[config.mk]
export PLATFORM = sky130hd
export DESIGN_NAME = apple2_keyboard_flat
export DESIGN_NICKNAME = d
export VERILOG_FILES = /design/src/rtl/apple2_keyboard_if.sv /design/src/rtl/apple2_keyboard.sv /design/src/flat_wrapper.sv
export SDC_FILE = /design/constraint.sdc
export NUM_CORES = 1
export LEC_CHECK = 0
export ABC_AREA = 1
export BUFFER_PORTS_ARGS = -buffer_cell sky130_fd_sc_hd__buf_2
export CELL_PAD_IN_SITES_DETAIL_PLACEMENT = 0
export CELL_PAD_IN_SITES_GLOBAL_PLACEMENT = 1
export CORE_MARGIN = 4
export CORE_UTILIZATION = 47
export DETAILED_ROUTE_END_ITERATION = 6
export GPL_ROUTABILITY_DRIVEN = 0
export PLACE_DENSITY = 0.9
export SETUP_SLACK_MARGIN = 0.15
export SLEW_MARGIN = 0
export SYNTH_ARGS = -nofsm -noshare
export SYNTH_HDL_FRONTEND = slang
export SYNTH_SLANG_ARGS = --single-unit
[constraint.sdc]
create_clock -name clk -period 5.8 [get_ports clk]
set_input_delay 0.58 -clock clk [delete_from_list [all_inputs] [get_ports clk]]
set_output_delay 0.58 -clock clk [all_outputs]
set_load 0.02 [all_outputs]
[src/rtl/apple2_keyboard_if.sv]
// CPU-side bus between the Apple II core and the keyboard latch at $C000/$C010.
interface apple2_keyboard_if;
  logic [15:0] cpu_addr;
  logic        kbd_cs;
  logic [7:0]  kbd_data;

  modport master (output cpu_addr, input kbd_cs, input kbd_data);
  modport slave  (input cpu_addr, output kbd_cs, output kbd_data);
endinterface

[src/rtl/apple2_keyboard.sv]
// PS/2 set-2 receiver, ASCII translator and $C000 latch; key reaches the latch 2 clk after the stop-bit fall.
// No backpressure: an unread key is overwritten, or queued in a FIFO when KBD_FIFO_EN is defined.
module apple2_keyboard #(
  parameter int TIMEOUT_CYCLES = 50000,
  parameter int SYNC_STAGES    = 2,
  parameter int FIFO_DEPTH     = 4
) (
  input  logic               clk,
  input  logic               reset,
  input  logic               ps2_clk,
  input  logic               ps2_data,
  apple2_keyboard_if.slave   bus,
  output logic               frame_err
);
  localparam logic [1:0] IDLE = 2'd0, DATA = 2'd1, PARITY = 2'd2, STOP = 2'd3;
  localparam int TW = $clog2(TIMEOUT_CYCLES + 1);
  localparam logic [TW-1:0] TMO = TW'(TIMEOUT_CYCLES);

  generate
    if (SYNC_STAGES < 2 || FIFO_DEPTH < 2 || (FIFO_DEPTH & (FIFO_DEPTH - 1)) != 0) begin : g_bad_cfg
      $error("apple2_keyboard: SYNC_STAGES >= 2 and power-of-2 FIFO_DEPTH >= 2 required");
    end
  endgenerate

  logic [SYNC_STAGES-1:0] clk_sync, dat_sync;
  logic       clk_prev, fall, dat_s;
  logic [1:0] state;
  logic [2:0] bit_cnt;
  logic [7:0] shreg, code;
  logic       par, code_valid, rx_err, ovf;
  logic [TW-1:0] tmo_cnt;
  logic       brk, ext, shift, ctrl;
  logic [6:0] ascii;
  logic       key_vld, clr;
  logic [7:0] latch;

  assign bus.kbd_cs   = (bus.cpu_addr[15:4] == 12'hC00);
  assign bus.kbd_data = latch;
  assign clr          = (bus.cpu_addr == 16'hC010);
  assign dat_s        = dat_sync[SYNC_STAGES-1];
  assign fall         = clk_prev & ~clk_sync[SYNC_STAGES-1];
  assign frame_err    = rx_err | ovf;

  // Idle PS/2 lines are high, so the synchronizers reset to 1 to avoid a false edge.
  always_ff @(posedge clk or negedge reset) begin
    if (!reset) begin
      clk_sync <= '1;
      dat_sync <= '1;
      clk_prev <= 1'b1;
    end else begin
      clk_sync <= {clk_sync[SYNC_STAGES-2:0], ps2_clk};
      dat_sync <= {dat_sync[SYNC_STAGES-2:0], ps2_data};
      clk_prev <= clk_sync[SYNC_STAGES-1];
    end
  end

  always_ff @(posedge clk or negedge reset) begin
    if (!reset) begin
      state <= IDLE; bit_cnt <= '0; shreg <= '0; par <= 1'b0;
      tmo_cnt <= '0; code_valid <= 1'b0; code <= '0; rx_err <= 1'b0;
    end else begin
      code_valid <= 1'b0;
      rx_err     <= 1'b0;
      if (fall) begin
        tmo_cnt <= '0;
        case (state)
          IDLE: if (!dat_s) begin
            state   <= DATA;
            bit_cnt <= '0;
          end
          DATA: begin
            shreg   <= {dat_s, shreg[7:1]};
            bit_cnt <= bit_cnt + 3'd1;
            if (bit_cnt == 3'd7) state <= PARITY;
          end
          PARITY: begin
            par   <= dat_s;
            state <= STOP;
          end
          default: begin
            state <= IDLE;
            if ((^{shreg, par}) && dat_s) begin
              code_valid <= 1'b1;
              code       <= shreg;
            end else begin
              rx_err <= 1'b1;
            end
          end
        endcase
      end else if (state != IDLE) begin
        if (tmo_cnt == TMO) begin
          state   <= IDLE;
          rx_err  <= 1'b1;
          tmo_cnt <= '0;
        end else begin
          tmo_cnt <= tmo_cnt + TW'(1);
        end
      end
    end
  end

  function automatic logic [6:0] xlate(input logic [7:0] c, input logic e, input logic s, input logic k);
    logic [6:0] a;
    a = 7'h00;
    if (e) begin
      case (c)
        8'h6B: a = 7'h08;  8'h74: a = 7'h15;  8'h72: a = 7'h0A;  8'h75: a = 7'h0B;
        default: a = 7'h00;
      endcase
    end else begin
      case (c)
        8'h1C: a = 7'h41;  8'h32: a = 7'h42;  8'h21: a = 7'h43;  8'h23: a = 7'h44;
        8'h24: a = 7'h45;  8'h2B: a = 7'h46;  8'h34: a = 7'h47;  8'h33: a = 7'h48;
        8'h43: a = 7'h49;  8'h3B: a = 7'h4A;  8'h42: a = 7'h4B;  8'h4B: a = 7'h4C;
        8'h3A: a = 7'h4D;  8'h31: a = 7'h4E;  8'h44: a = 7'h4F;  8'h4D: a = 7'h50;
        8'h15: a = 7'h51;  8'h2D: a = 7'h52;  8'h1B: a = 7'h53;  8'h2C: a = 7'h54;
        8'h3C: a = 7'h55;  8'h2A: a = 7'h56;  8'h1D: a = 7'h57;  8'h22: a = 7'h58;
        8'h35: a = 7'h59;  8'h1A: a = 7'h5A;
        8'h16: a = s ? 7'h21 : 7'h31;  8'h1E: a = s ? 7'h40 : 7'h32;
        8'h26: a = s ? 7'h23 : 7'h33;  8'h25: a = s ? 7'h24 : 7'h34;
        8'h2E: a = s ? 7'h25 : 7'h35;  8'h36: a = s ? 7'h5E : 7'h36;
        8'h3D: a = s ? 7'h26 : 7'h37;  8'h3E: a = s ? 7'h2A : 7'h38;
        8'h46: a = s ? 7'h28 : 7'h39;  8'h45: a = s ? 7'h29 : 7'h30;
        8'h4E: a = s ? 7'h5F : 7'h2D;  8'h55: a = s ? 7'h2B : 7'h3D;
        8'h54: a = s ? 7'h7B : 7'h5B;  8'h5B: a = s ? 7'h7D : 7'h5D;
        8'h5D: a = s ? 7'h7C : 7'h5C;  8'h4C: a = s ? 7'h3A : 7'h3B;
        8'h52: a = s ? 7'h22 : 7'h27;  8'h0E: a = s ? 7'h7E : 7'h60;
        8'h41: a = s ? 7'h3C : 7'h2C;  8'h49: a = s ? 7'h3E : 7'h2E;
        8'h4A: a = s ? 7'h3F : 7'h2F;
        8'h29: a = 7'h20;  8'h5A: a = 7'h0D;  8'h66: a = 7'h08;  8'h76: a = 7'h1B;
        default: a = 7'h00;
      endcase
      // Only letters fold into control codes.
      if (k && a >= 7'h41 && a <= 7'h5A) a = a & 7'h1F;
    end
    return a;
  endfunction

  assign ascii   = xlate(code, ext, shift, ctrl);
  assign key_vld = code_valid && !brk && !(code inside {8'hF0, 8'hE0, 8'h12, 8'h59, 8'h14})
                   && (ascii != 7'h00);

  always_ff @(posedge clk or negedge reset) begin
    if (!reset) begin
      brk <= 1'b0; ext <= 1'b0; shift <= 1'b0; ctrl <= 1'b0;
    end else if (code_valid) begin
      case (code)
        8'hF0:        brk <= 1'b1;
        8'hE0:        ext <= 1'b1;
        8'h12, 8'h59: begin shift <= !brk; brk <= 1'b0; ext <= 1'b0; end
        8'h14:        begin ctrl  <= !brk; brk <= 1'b0; ext <= 1'b0; end
        default:      begin brk <= 1'b0; ext <= 1'b0; end
      endcase
    end
  end

`ifdef KBD_FIFO_EN
  localparam int AW = $clog2(FIFO_DEPTH);
  logic [6:0]  mem [FIFO_DEPTH];
  logic [AW:0] wr_ptr, rd_ptr;
  logic        empty, full, push, pop;

  assign empty = (wr_ptr == rd_ptr);
  assign full  = (wr_ptr[AW] != rd_ptr[AW]) && (wr_ptr[AW-1:0] == rd_ptr[AW-1:0]);
  assign pop   = !empty && (!latch[7] || clr);
  assign push  = key_vld && (!full || pop);

  always_ff @(posedge clk) begin
    if (push) mem[wr_ptr[AW-1:0]] <= ascii;
  end

  always_ff @(posedge clk or negedge reset) begin
    if (!reset) begin
      wr_ptr <= '0; rd_ptr <= '0; latch <= 8'h00; ovf <= 1'b0;
    end else begin
      ovf <= key_vld && full && !pop;
      if (push) wr_ptr <= wr_ptr + (AW+1)'(1);
      if (pop) begin
        rd_ptr <= rd_ptr + (AW+1)'(1);
        latch  <= {1'b1, mem[rd_ptr[AW-1:0]]};
      end else if (clr) begin
        latch[7] <= 1'b0;
      end
    end
  end
`else
  assign ovf = 1'b0;

  always_ff @(posedge clk or negedge reset) begin
    if (!reset)       latch    <= 8'h00;
    else if (key_vld) latch    <= {1'b1, ascii};
    else if (clr)     latch[7] <= 1'b0;
  end
`endif
endmodule

[src/flat_wrapper.sv]
// flat-port wrapper written by rule: the top's interface ports become plain ports
module apple2_keyboard_flat 
#(
  parameter int TIMEOUT_CYCLES = 50000,
  parameter int SYNC_STAGES    = 2,
  parameter int FIFO_DEPTH     = 4
)
  (clk, reset, ps2_clk, ps2_data, frame_err, bus_cpu_addr, bus_kbd_cs, bus_kbd_data);
  apple2_keyboard_if bus_i ();
  input  logic clk;
  input  logic reset;
  input  logic ps2_clk;
  input  logic ps2_data;
  output logic frame_err;
  input wire logic [$bits(bus_i.cpu_addr)-1:0] bus_cpu_addr;
  output wire logic [$bits(bus_i.kbd_cs)-1:0] bus_kbd_cs;
  output wire logic [$bits(bus_i.kbd_data)-1:0] bus_kbd_data;
  assign bus_i.cpu_addr = bus_cpu_addr;
  assign bus_kbd_cs = bus_i.kbd_cs;
  assign bus_kbd_data = bus_i.kbd_data;
  apple2_keyboard #(.TIMEOUT_CYCLES(TIMEOUT_CYCLES), .SYNC_STAGES(SYNC_STAGES), .FIFO_DEPTH(FIFO_DEPTH)) u_core (.clk(clk), .reset(reset), .ps2_clk(ps2_clk), .ps2_data(ps2_data), .bus(bus_i), .frame_err(frame_err));
endmodule
==> key figures <==
Run status
  – Status: finished clean

STA
  – TNS Setup: 0 ns
  – Hold Fails Final Rpt: 0
  – Fmax: 371 MHz
  – Max-slew headroom: 43.2%
  – Minimum clock period: 2.69 ns
  – Slew Limit Fails: 0
  – Final Skew: 0.0120 ns
  – WHS: 0.343 ns
  – RSZ-0062 raised after global routing: no
  – Setup Viol. Count Final: 0
  – Worst-Margin Slew: 0.849 ns
  – Fin crit share: 46.4%

Setup path
  – Crit. End Element: register
  – Required @ worst endpoint: 6.03 ns
  – Crit Path Category: reg2reg
  – Critical Path Start Type: register
  – Worst path cell trace: inv_1 > nand2_2 > nor2_1 > nand2_1 > nand2_1 > nor2_1 > nand2_1 > nor2_1 > nand2_1 > inv_1 > nand2_1 > nand2_1 > nand3_1 > nand2_2 > nand3_4 > nand2_4 > nand2_1 > nand2_1
  – CP most frequent cell: nand2_1
  – Critical Path AT: 2.92 ns
  – Critical path fanouts, max: 11
  – Reg2reg path depth: 18
  – Worst path max stage delay: 0.65 ns
  – Slowest-stage cell, CP: nor2_1

Cells and area
  – Nets: 655
  – Fill count: 764
  – Share of layout cells above drive strength 1: 11.9%
  – Final instance area: 0.00436 sq mm
  – Diodes inserted: 0
  – Syn-to-layout area delta: 12.2%

Clock network
  – CTS buffer count: 9
  – H-tree Lvls: 3
  – CTS Sinks: 57
  – Postcts setup bufs: 0
  – Post_cts resized: 0
  – CTS max path bufs: 2
  – Clk_lat worst skew: 0.34 ns
  – Root Driver: clkbuf_8
  – # hold bufs at CTS: 0
  – Clock transition at the registers of the reported paths: 0.07 ns
  – CTS tree: done

Synth
  – Synth Area in Compound Gates: 10.6%
  – Post-synthesis mux area share: 0%
  – Most frequent cell after synthesis: nand2_1
  – Synth Flop Type: dfrtp_1
  – Simple-gate share of the synthesized area: 39.9%
  – Post-Synth XOR/XNOR Area: 2.48%
  – Seq/Total Area, Yosys: 36.9%
  – Number of enable flip-flop cells after synthesis: 0
  – Largest family of logic cells by synthesized area: simple AND/OR/NAND/NOR gates
  – Synthesized area: 0.00389 sq mm
  – Yosys top cell area share: 33.5%
  – Post-Synthesis Cells: 593
  – Synth cell count leaders: nand2_1 (193), nor2_1 (98), inv_1 (61)
  – Syn_area_per_cell: 6.56 sq um
  – Post-synth ARST share: 100%
  – Syn. warnings: 0
  – Count of different cell masters after synthesis: 40
  – Syn nets: 621
  – Post-synth top area cell: dfrtp_1
  – Top cells by area, synth: dfrtp_1 (33%), nand2_1 (19%), nor2_1 (9.5%)
  – Register bit total from synthesis: 57
  – Adder-Cell Fraction of Synth Area: 2.57%

Power and ir drop
  – Total power: 1.06 mW
  – Leakage: 2.33 nW
  – Power share of the combinational group: 17.2%
  – P per Cell Area: 244 mW/mm^2
  – Worst VDD drop: 0.279 mV
  – Switch share: 29.5%
  – P_int: 750 uW
  – Sequential Power Share: 43.3%
  – Clock power frac: 39.5%
  – Psw: 313 uW

Place
  – Area after DPL: 0.00413 sq mm
  – DPL Wire Length: 7580 um
  – I/O Buffers: 29

Global routing
  – GRT Resource Usage Total: 21.1%
  – First-pass GRT wire length: 16800 um
  – GRT Residual Overflow: 0
  – Pin count of the biggest net entering global routing: 58
  – Initial antenna violation count: 0
  – Number of global-route vias before repair: 3657

Floorplanning
  – # IOs: 30
  – Die Span X: 98.9 um
  – Starting Density: 49.3%
  – Die area: 0.00979 sq mm
  – Core box area: 0.00789 sq mm
  – FP Rows: 32
  – Die height: 98.9 um

Route
  – Via/cell ratio: 5.29
  – Post-route ant nets: 0
  – DRC: 0
  – Via Count: 3885
  – Drt first pass iters: 5
  – Initial drt markers: 267
  – Total wire length: 9830 um
  – WL/cell: 13.4 um

Worst hold path
  – Worst Hold Class: in2reg
  – Worst Hold Depth: 1

Job
  – Max-cap violations: 0
## cell type report
cell class | count | area, sq um | share of cell area (%)
tap | 102 | 128 | 2.93
sequential | 57 | 1430 | 32.8
multi-input combinational | 460 | 2160 | 49.5
clock buffer | 10 | 138 | 3.16
clock inverter | 6 | 90.1 | 2.07
inverter | 68 | 255 | 5.85
timing repair buffer | 31 | 160 | 3.67
## critical path, delay by kind of cell, from the launching register on
| family | cells | cell delay, ns |
|---|---|---|
| flops | 1 | 0.41 |
| simple gates | 16 | 2.01 |
| buf+inv | 2 | 0.16 |
## worst paths after layout
| kind | from | end | slack, ns |
|---|---|---|---|
| setup / recovery | u_core.code[6]$_DFFE_PN0P_ | u_core.bus.kbd_data[2]$_DFFE_PN0P_ | 3.11 |
| hold / removal | ps2_clk | u_core.clk_sync[0]$_DFF_PN1_ | 0.34 |
| setup reg to reg | u_core.code[6]$_DFFE_PN0P_ | u_core.bus.kbd_data[2]$_DFFE_PN0P_ | 3.11 |
| hold reg to reg | u_core.clk_sync[0]$_DFF_PN1_ | u_core.clk_sync[1]$_DFF_PN1_ | 0.35 |
| max in group asynchronous | reset | u_core.shift$_DFFE_PN0P_ | 4.96 |
| min in group asynchronous | reset | u_core.tmo_cnt[6]$_DFFE_PN0N_ | 0.36 |
## layer usage
metal,vias up,wire [um],track usage [%],part of all wire [%]
met5,-,0,0,0
met4,0,303,9.14,3.1
met3,29,496,4.46,5.0
met2,141,4730,33.9,48
met1,1758,4300,27.6,44
li1,1957,-,-,-
## cell usage in the layout, fill, tap and decap left out, types with 11 or more instances in the layout
cell / synthesis / final
nand4_1: 11 / 11
buf_2: 3 / 29
o21ai_0: 39 / 39
nand2_1: 193 / 193
inv_1: 61 / 61
dfrtp_1: 52 / 52
nand3_1: 35 / 35
a21oi_1: 13 / 13
nor2_1: 98 / 98
## registers in the layout, indices dropped and copies added (netlist names), 2 cells and up
| signal | cells |
|---|---|
| u_core.state | 2 |
| u_core.tmo_cnt | 16 |
| u_core.code | 8 |
| u_core.bit_cnt | 3 |
| u_core.bus.kbd_data | 8 |
| u_core.shreg | 8 |
| u_core.dat_sync | 2 |
| u_core.clk_sync | 2 |
## kinds of logic (layout without fill, tap and decap cells)
| kind of cell | after synthesis | in the layout |
|---|---|---|
| and+or+nand+nor | 369 | 369 |
| AOI/OAI and AO/OA | 72 | 72 |
| xor gates and xnor gates | 11 | 11 |
| adders and majority gates | 8 | 8 |
| DFF | 57 | 57 |
| buffers and inverters | 76 | 115 |
## stage by stage
stage                     worst slack [ns]  util, %  instances
after global routing                  2.73     55.3        734
after floorplan                       3.63        -        593
after global placement                3.16     52.4        718
final                                 3.11     55.3        734
after CTS                             3.16     55.3        734
after detailed placement              3.17     52.4        718
## power groups by stage
| stage | Combinational, mW | Clock, mW | Sequential [mW] |
|---|---|---|---|
| after floorplan | 0.133 | 0 | 0.463 |
| after global placement | 0.180 | 0 | 0.467 |
| after detailed placement | 0.184 | 0 | 0.468 |
| after CTS | 0.185 | 0.433 | 0.461 |
| after global routing | 0.211 | 0.457 | 0.467 |
| final | 0.183 | 0.420 | 0.460 |
Power figures use the tool's default switching activity.
